==> src/rtl/wb_stage_reg.sv <==
// M/W pipeline register with load extraction, write-back selection and a
// retired-instruction counter for the 5-stage MIPS core.
module wb_stage_reg #(
  parameter int          PC_W        = 32,
  parameter int          ADDR_W      = 5,
  parameter int          CNT_W       = 32,
  parameter int          LINK_OFFSET = 8,
  parameter logic [31:0] RESET_PC    = 32'h0000_3000
) (
  input  logic              clk,
  input  logic              reset,
  input  logic              stall_i,
  input  logic              flush_i,
  input  logic              m_valid_i,
  input  logic [31:0]       m_mem_data_i,
  input  logic [31:0]       m_alu_result_i,
  input  logic [PC_W-1:0]   m_pc_i,
  input  logic [31:0]       m_instr_i,
  input  logic              m_reg_write_i,
  input  logic [ADDR_W-1:0] m_a3_i,
  input  logic [1:0]        m_wd_sel_i,
  input  logic [2:0]        m_load_type_i,
  input  logic [1:0]        m_addr_lo_i,
  output logic              w_valid_o,
  output logic              w_reg_write_o,
  output logic [ADDR_W-1:0] w_a3_o,
  output logic [31:0]       w_wd_o,
  output logic [PC_W-1:0]   w_pc_o,
  output logic [31:0]       w_instr_o,
  output logic [CNT_W-1:0]  w_retired_o
);

  localparam logic [PC_W-1:0] PC_RST  = PC_W'(RESET_PC);
  localparam logic [PC_W-1:0] PC_LINK = PC_W'(LINK_OFFSET);

  logic              valid_q;
  logic [31:0]       mem_data_q;
  logic [31:0]       alu_result_q;
  logic [PC_W-1:0]   pc_q;
  logic [31:0]       instr_q;
  logic              reg_write_q;
  logic [ADDR_W-1:0] a3_q;
  logic [1:0]        wd_sel_q;
  logic [2:0]        load_type_q;
  logic [1:0]        addr_lo_q;
  logic [CNT_W-1:0]  retired_q;

  always_ff @(posedge clk) begin
    if (reset || flush_i) begin
      valid_q      <= 1'b0;
      mem_data_q   <= '0;
      alu_result_q <= '0;
      pc_q         <= PC_RST;
      instr_q      <= '0;
      reg_write_q  <= 1'b0;
      a3_q         <= '0;
      wd_sel_q     <= '0;
      load_type_q  <= '0;
      addr_lo_q    <= '0;
    end else if (!stall_i) begin
      valid_q      <= m_valid_i;
      mem_data_q   <= m_mem_data_i;
      alu_result_q <= m_alu_result_i;
      pc_q         <= m_pc_i;
      instr_q      <= m_instr_i;
      reg_write_q  <= m_reg_write_i;
      a3_q         <= m_a3_i;
      wd_sel_q     <= m_wd_sel_i;
      load_type_q  <= m_load_type_i;
      addr_lo_q    <= m_addr_lo_i;
    end
  end

  // Flush leaves the count alone; only reset clears it.
  always_ff @(posedge clk) begin
    if (reset) begin
      retired_q <= '0;
    end else if (!flush_i && !stall_i && m_valid_i) begin
      retired_q <= retired_q + CNT_W'(1);
    end
  end

  logic [7:0]      load_byte;
  logic [15:0]     load_half;
  logic [31:0]     load_val;
  logic [PC_W-1:0] link_pc;
  logic [31:0]     link_wd;

  assign load_byte = mem_data_q[8*addr_lo_q +: 8];
  assign load_half = addr_lo_q[1] ? mem_data_q[31:16] : mem_data_q[15:0];
  assign link_pc   = pc_q + PC_LINK;
  assign link_wd   = 32'(link_pc);

  always_comb begin
    load_val = mem_data_q;
    case (load_type_q)
      3'd1:    load_val = {24'b0, load_byte};
      3'd2:    load_val = {{24{load_byte[7]}}, load_byte};
      3'd3:    load_val = {16'b0, load_half};
      3'd4:    load_val = {{16{load_half[15]}}, load_half};
      default: load_val = mem_data_q;
    endcase
  end

  always_comb begin
    w_wd_o = '0;
    case (wd_sel_q)
      2'd0:    w_wd_o = load_val;
      2'd1:    w_wd_o = alu_result_q;
      2'd2:    w_wd_o = link_wd;
      default: w_wd_o = '0;
    endcase
  end

  assign w_valid_o     = valid_q;
  assign w_reg_write_o = valid_q & reg_write_q & (a3_q != '0);
  assign w_a3_o        = a3_q;
  assign w_pc_o        = pc_q;
  assign w_instr_o     = instr_q;
  assign w_retired_o   = retired_q;

endmodule

==> config.mk <==
export PLATFORM = sky130hd
export DESIGN_NAME = wb_stage_reg
export DESIGN_NICKNAME = d
export VERILOG_FILES = /design/src/rtl/wb_stage_reg.sv
export SDC_FILE = /design/constraint.sdc
export NUM_CORES = 1
export LEC_CHECK = 0
export ABC_AREA = 1
export CORE_UTILIZATION = 35
export CTS_BUF_LIST = sky130_fd_sc_hd__clkbuf_8 sky130_fd_sc_hd__clkbuf_16
export CTS_CLUSTER_SIZE = 14
export DETAILED_ROUTE_END_ITERATION = 8
export GPL_TIMING_DRIVEN = 0
export PLACE_DENSITY = 0.73
export SETUP_SLACK_MARGIN = 0.3
export SLEW_MARGIN = 20
export SYNTH_ARGS = -nofsm -noshare
export SYNTH_HDL_FRONTEND = slang
export SYNTH_SLANG_ARGS = --single-unit
==> constraint.sdc <==
create_clock -name clk -period 2.1 [get_ports clk]
set_clock_uncertainty 0.05 [all_clocks]
set_input_delay 0.42 -clock clk [delete_from_list [all_inputs] [get_ports clk]]
set_output_delay 0.42 -clock clk [all_outputs]
set_load 0.01 [all_outputs]
==> impl_metrics.csv, run 1 <==
group,metric,value,unit
yosys,syn_nets,1487,
clocking,clk_latency,440,ps
power,switchingPower,2420,µW
yosys,synth.avg_cell_area,6.47,µm²
detailed_routing,drc,0,
placed_design,pre_cts_ws,-728,ps
global_route,grt_pass1_wl,55100,µm
floorplanning,num_rows,57,
hold_path,min_path_type,"primary input to flop",
global_route,antenna_found_initial,5,
setup_path,critPathKind,"flop to primary output",
power,power.total,8140,µW
floorplanning,dieArea,25400,µm²
global_route,globalRouteTotalUtil,28.1,%
sta,setup_slack,-402,ps
sta,slew_headroom,59.1,%
setup_path,max_stage_delay,400,ps
yosys,synth.distinct_cells,39,
placed_design,port_buffers,279,
final_layout,nets,1849,
clocking,clock-sinks,174,
clocking,clk_pin_slew,70,ps
placed_design,gp_congestion,0.963,
floorplanning,die_x,159,µm
yosys,synth_area,8660,µm²
floorplanning,start_util,35.6,%
power,worst_ir_drop_vdd,514,µV
clocking,cts_buffers,17,
yosys,synthCells,1339,
global_route,grt_pass1_vias,9897,
sta,rsz0062_at_grt,"true",
clocking,cts_tree,"yes",
sta,period_share,119,%
detailed_routing,ant_nets,0,
global_route,grt-ovfl-total,0,
detailed_routing,wl_per_cell,18.0,µm
clocking,clockRootBuffer,"clkbuf_16",
setup_path,worstPathArrival,2030,ps
floorplanning,ioPinCount,281,
detailed_routing,viasPerCell,5.17,
yosys,ys_async_sr_fraction,0,%
global_route,grt_max_degree,17,
power,leakage,0.00601,µW
final_layout,area_growth,60.8,%
yosys,seq_area_frac_synth,40.2,%
detailed_routing,via_count,10600,
final_layout,post-route-util,57.3,%
power,p_seq_share,42.6,%
sta,post-route-min-period,2500,ps
clocking,h-tree-depth,4,
status,outcome,"finished with violations",
final_layout,design_area,13900,µm²
clocking,hold_buffers,0,
power,clockPowerShare,37.3,%
sta,setup_viol,32,
floorplanning,fp.coreArea,24300,µm²
yosys,ys.flop_type,"dfxtp_1",
yosys,ys_ff_latch,174,
status,failed_checks,"negative setup slack",
yosys,ys_warn_count,0,
placed_design,dpl_cell_area,11900,µm²
detailed_routing,drt_first_pass_iters,7,
setup_path,critPathSlowestCell,"dfxtp_4",
sta,worst_pin_slew,613,ps
sta,finalHoldViolCount,0,
power,swShare,29.7,%
setup_path,worst_setup_path_start_kind,"flop",
setup_path,crit_chain,"o211ai_1 > nand3b_1 > nand3_4 > buf_6 > nand2_1 > nand3_1 > buf_2",
placed_design,hpwl,26600,µm
setup_path,critPathCaptureType,"primary output",
sta,maxSlewViolCount,0,
power,pwr-share-comb,20.1,%
setup_path,required,1630,ps
power,powerDensity,584,nW/µm²
final_layout,final_layout_size_suffix_gt1_share,24.2,%
floorplanning,die_y,159,µm
yosys,synth_edf_count,0,
power,cellInternalPower,5720,µW
detailed_routing,totalWireLength,36900,µm
clocking,cts_buffer_depth,2,
setup_path,critPathMaxFanout,6,
run,drv_cap,0,
detailed_routing,drtIter0Drc,797,
sta,max_freq,0.400,GHz
sta,whs,348,ps
-- timing repair --
item                                    in CTS  in global routing
pin swaps                                   46                 52
setup buffers                               46                 13
endpoints found under the setup margin     247                 70
gates resized for setup                    461                160
cloned                                       4                  1
-- layout by cell type, fill, tap and decap left out, drive strengths merged, types with 2 or more instances in the layout --
cell,count
a21boi,2
a21o,2
a21oi,175
buf,121
clkbuf,61
clkdlybuf4s50,145
clkinv,7
clkinvlp,2
dfxtp,174
diode,5
dlygate4sd2,83
dlymetal6s2s,17
ha,2
inv,103
nand2,465
nand3,86
nand4,19
nor2,136
nor3,11
o211ai,10
o21ai,73
o21bai,6
or2,2
xnor2,2
xor2,4
-- worst max-delay path: cells and delay by family, from the launching register on --
family / cells / cell delay [ps]
simple gates: 4 / 600
flops: 1 / 400
buf+inv: 2 / 310
compound gates: 1 / 280
-- per-stage QoR --
stage	TNS, ps	instances
finish	-10840	2043
global placement	-50720	1942
detailed placement	-53980	1942
global route	-12610	2042
CTS	-9130	2024
floorplan	0	1339
-- kinds of logic (layout without fill, tap and decap cells) --
kind of cell             after synthesis  in the layout  synth area share [%]
AND/OR/NAND/NOR                      721            721                  34.8
AO/OA/AOI/OAI                        272            272                  16.4
flip-flops                           174            174                  40.2
buffers and inverters                164            539                  7.68
XOR/XNOR                               6              6                 0.606
adder cells (fa/ha/maj)                2              2                 0.289
other                                  0              5                     0
-- power groups by stage --
| stage | logic (µW) | registers [µW] | clock network (µW) |
|---|---|---|---|
| final | 1640 | 3470 | 3040 |
| after CTS | 1490 | 3460 | 3060 |
| after global routing | 1730 | 3480 | 3210 |
| after global placement | 1330 | 3550 | 0 |
| after floorplan | 555 | 3550 | 0 |
| after detailed placement | 1340 | 3550 | 0 |
-- cell type report --
class | count | area, µm²
sequential | 174 | 3620
clock inverter | 14 | 110
tap | 324 | 405
timing repair buffer | 343 | 3310
inverter | 98 | 395
fill | 2326 | 10400
antenna | 5 | 12.5
buffer | 66 | 360
clock buffer | 18 | 439
multi-input combinational | 1001 | 5290
-- state kept, by name, summed over array words and instances, names as in the netlist, 2 cells and up --
| register | cells |
|---|---|
| mem_data_q | 32 |
| w_instr_o | 32 |
| w_pc_o | 32 |
| load_type_q | 3 |
| addr_lo_q | 2 |
| w_a3_o | 5 |
| wd_sel_q | 2 |
| alu_result_q | 32 |
| w_retired_o | 32 |
-- synthesized netlist by cell type, drive strengths merged, types with 2 or more instances --
master / instances / share of area, %
nand3: 86 / 5.3
o21ai: 73 / 4.2
o21bai: 6 / 0.52
nand2: 465 / 20
nor2: 136 / 6.6
buf: 22 / 1.5
nor3: 11 / 0.77
a21o: 2 / 0.17
xor2: 4 / 0.40
xnor2: 2 / 0.20
ha: 2 / 0.29
clkbuf: 44 / 1.9
o211ai: 10 / 0.87
nand4: 19 / 1.4
dfxtp: 174 / 40
or2: 2 / 0.14
a21boi: 2 / 0.17
a21oi: 175 / 10
inv: 97 / 4.2
-- layer usage --
metal	part of all wire (%)	track usage, %	vias up
met2	47	46.1	443
met4	3.1	11.8	0
met1	42	35.7	4983
met5	0	0	-
met3	7.8	6.02	79
li1	-	-	5066
-- final timing paths --
kind / start / end / slack [ps] / depth (start not counted)
max: addr_lo_q[1] / w_wd_o[23] / -400 / 7
min reg2reg: alu_result_q[29] / alu_result_q[29] / 410 / 2
min: stall_i / w_valid_o / 350 / 4
max reg2reg: w_retired_o[0] / w_retired_o[24] / 470 / 10
(Power assumes the default switching activity.)
==> inputs of run 2 (changes only) <==
CTS_BUF_LIST = default   (was sky130_fd_sc_hd__clkbuf_8 sky130_fd_sc_hd__clkbuf_16)
CTS_CLUSTER_SIZE = 20   (was 14)
==> run 2 against run 1 <==
Compared with the run above:
- the flow still finishes with violations (negative setup slack)
- register-to-register slack about the same
- via count increased by 0.45%
- setup slack got worse by 25 ps
- worst hold slack improved by 3.2 ps
- critical path type unchanged
- highest routed layer unchanged
==> impl_metrics.csv, run 2 (same netlist as run 1, synthesis figures left out) <==
group,metric,value,unit
power,powerDensity,584,nW/µm²
detailed_routing,viasPerCell,5.20,
global_route,grt_use_met2,46.1,%
power,p_seq_share,42.6,%
sta,max_freq,0.396,GHz
detailed_routing,drtIter0Drc,815,
hold_path,min_path_type,"primary input to flop",
final_layout,area_growth,60.8,%
final_layout,final_common_cell,"nand2_1",
global_route,use_met3,6.02,%
floorplanning,die_y,159,µm
sta,setup_slack,-427,ps
placed_design,dp.cells,1942,
final_layout,nets,1849,
run,drv_cap,0,
floorplanning,dieArea,25400,µm²
setup_path,max_stage_delay,400,ps
status,outcome,"finished with violations",
clocking,cts_tree,"yes",
power,switchingPower,2410,µW
setup_path,crit_chain,"o211ai_1 > nand3b_1 > nand3_4 > buf_6 > nand2_1 > nand3_1 > buf_2",
clocking,clock-sinks,174,
floorplanning,num_rows,57,
sta,worst_pin_slew,594,ps
setup_path,critPathSlowestCell,"dfxtp_4",
setup_path,worstPathArrival,2060,ps
clocking,cts_buffers,17,
sta,rsz0062_at_grt,"true",
placed_design,gp_congestion,0.963,
placed_design,port_buffers,279,
setup_path,required,1630,ps
sta,finalHoldViolCount,0,
power,clockPowerShare,37.3,%
floorplanning,fp.coreArea,24300,µm²
floorplanning,ioPinCount,281,
clocking,clk_pin_slew,70,ps
setup_path,critPathCaptureType,"primary output",
setup_path,worst_setup_path_start_kind,"flop",
sta,maxSlewViolCount,0,
final_layout,final_layout_size_suffix_gt1_share,24.2,%
status,failed_checks,"negative setup slack",
global_route,antenna_found_initial,5,
clocking,hold_buffers,0,
global_route,grt_pass1_wl,55100,µm
global_route,grt_pass1_vias,9897,
floorplanning,start_util,35.6,%
clocking,cts_buffer_depth,2,
power,leakage,0.00600,µW
final_layout,fin_cells,2043,
sta,setup_viol,32,
power,worst_ir_drop_vdd,512,µV
detailed_routing,ant_nets,0,
final_layout,final_cell_mix,"nand2_1 (393), a21oi_1 (166), clkdlybuf4s50_1 (145), dfxtp_1 (117), nor2_1 (89)",
clocking,h-tree-depth,4,
global_route,grt_max_degree,17,
placed_design,hpwl,26600,µm
clocking,clk_latency,440,ps
clocking,clockRootBuffer,"clkbuf_16",
global_route,globalRouteTotalUtil,28.1,%
setup_path,critPathMaxFanout,6,
power,pwr-share-comb,20.1,%
detailed_routing,drc,0,
sta,slew_headroom,60.4,%
floorplanning,die_x,159,µm
sta,whs,351,ps
global_route,grt-ovfl-total,0,
detailed_routing,via_count,10600,
detailed_routing,totalWireLength,36800,µm
power,swShare,29.6,%
sta,period_share,120,%
setup_path,critPathKind,"flop to primary output",
sta,post-route-min-period,2530,ps
detailed_routing,wl_per_cell,18.0,µm
global_route,grt.busiest_layer,"met2",
power,cellInternalPower,5730,µW
global_route,grt.met1_usage,35.7,%
detailed_routing,drt_first_pass_iters,7,
## run 2: worst paths after layout
path | slack, ps | startpoint | to | cells after the start
hold reg to reg | 410 | alu_result_q[29] | alu_result_q[29] | 2
hold / removal | 350 | stall_i | w_valid_o | 4
setup reg to reg | 470 | w_retired_o[0] | w_retired_o[24] | 10
setup / recovery | -430 | addr_lo_q[1] | w_wd_o[23] | 7
## run 2: power groups by stage
| stage | combinational (µW) | sequential, µW | clock, µW |
|---|---|---|---|
| floorplan | 555 | 3550 | 0 |
| global placement | 1330 | 3550 | 0 |
| detailed placement | 1340 | 3550 | 0 |
| CTS | 1490 | 3460 | 3070 |
| global route | 1730 | 3480 | 3220 |
| finish | 1640 | 3470 | 3040 |
## run 2: final cells by class
class	instances	area (µm²)
multi-input cells	1001	5290
clock buffers	20	447
inverters	98	395
clock inverters	12	103
diodes	5	12.5
well taps	324	405
fillers	2324	10400
plain buffers	66	360
flip-flops and latches	174	3620
repair buffers	343	3310
## run 2: per-stage QoR
| step | utilization [%] | power, µW | cell area [µm²] | setup WS [ps] | setup TNS, ps |
|---|---|---|---|---|---|
| 2_1_floorplan | - | 4100 | 8670 | 320 | 0 |
| 3_3_place_gp | 48.8 | 4880 | 11900 | -762 | -50720 |
| 3_5_place_dp | 48.8 | 4890 | 11900 | -728 | -53980 |
| 4_1_cts | 54.7 | 8020 | 13300 | -421 | -9130 |
| 5_1_grt | 57.3 | 8430 | 13900 | -476 | -12520 |
| 6_report | 57.3 | 8140 | 13900 | -427 | -11170 |
## run 2: layer usage
layer	routed length, µm	share of wire, %
met5	0	0
met4	1140	3.1
met3	2930	8.0
met1	15400	42
met2	17400	47
## run 2: worst max-delay path: cells and delay by family, from the launching register on
family / cells / cell delay [ps]
AO/OA/AOI/OAI: 1 / 290
AND/OR/NAND/NOR: 4 / 620
flip-flops: 1 / 400
buffers and inverters: 2 / 310
## run 2: timing repair
item,in CTS,in global routing
buffers inserted,46,13
hold endpoints to repair,0,0
cloned,4,1
pin swaps,46,52
endpoints found under the setup margin,247,70
resized for setup,461,160
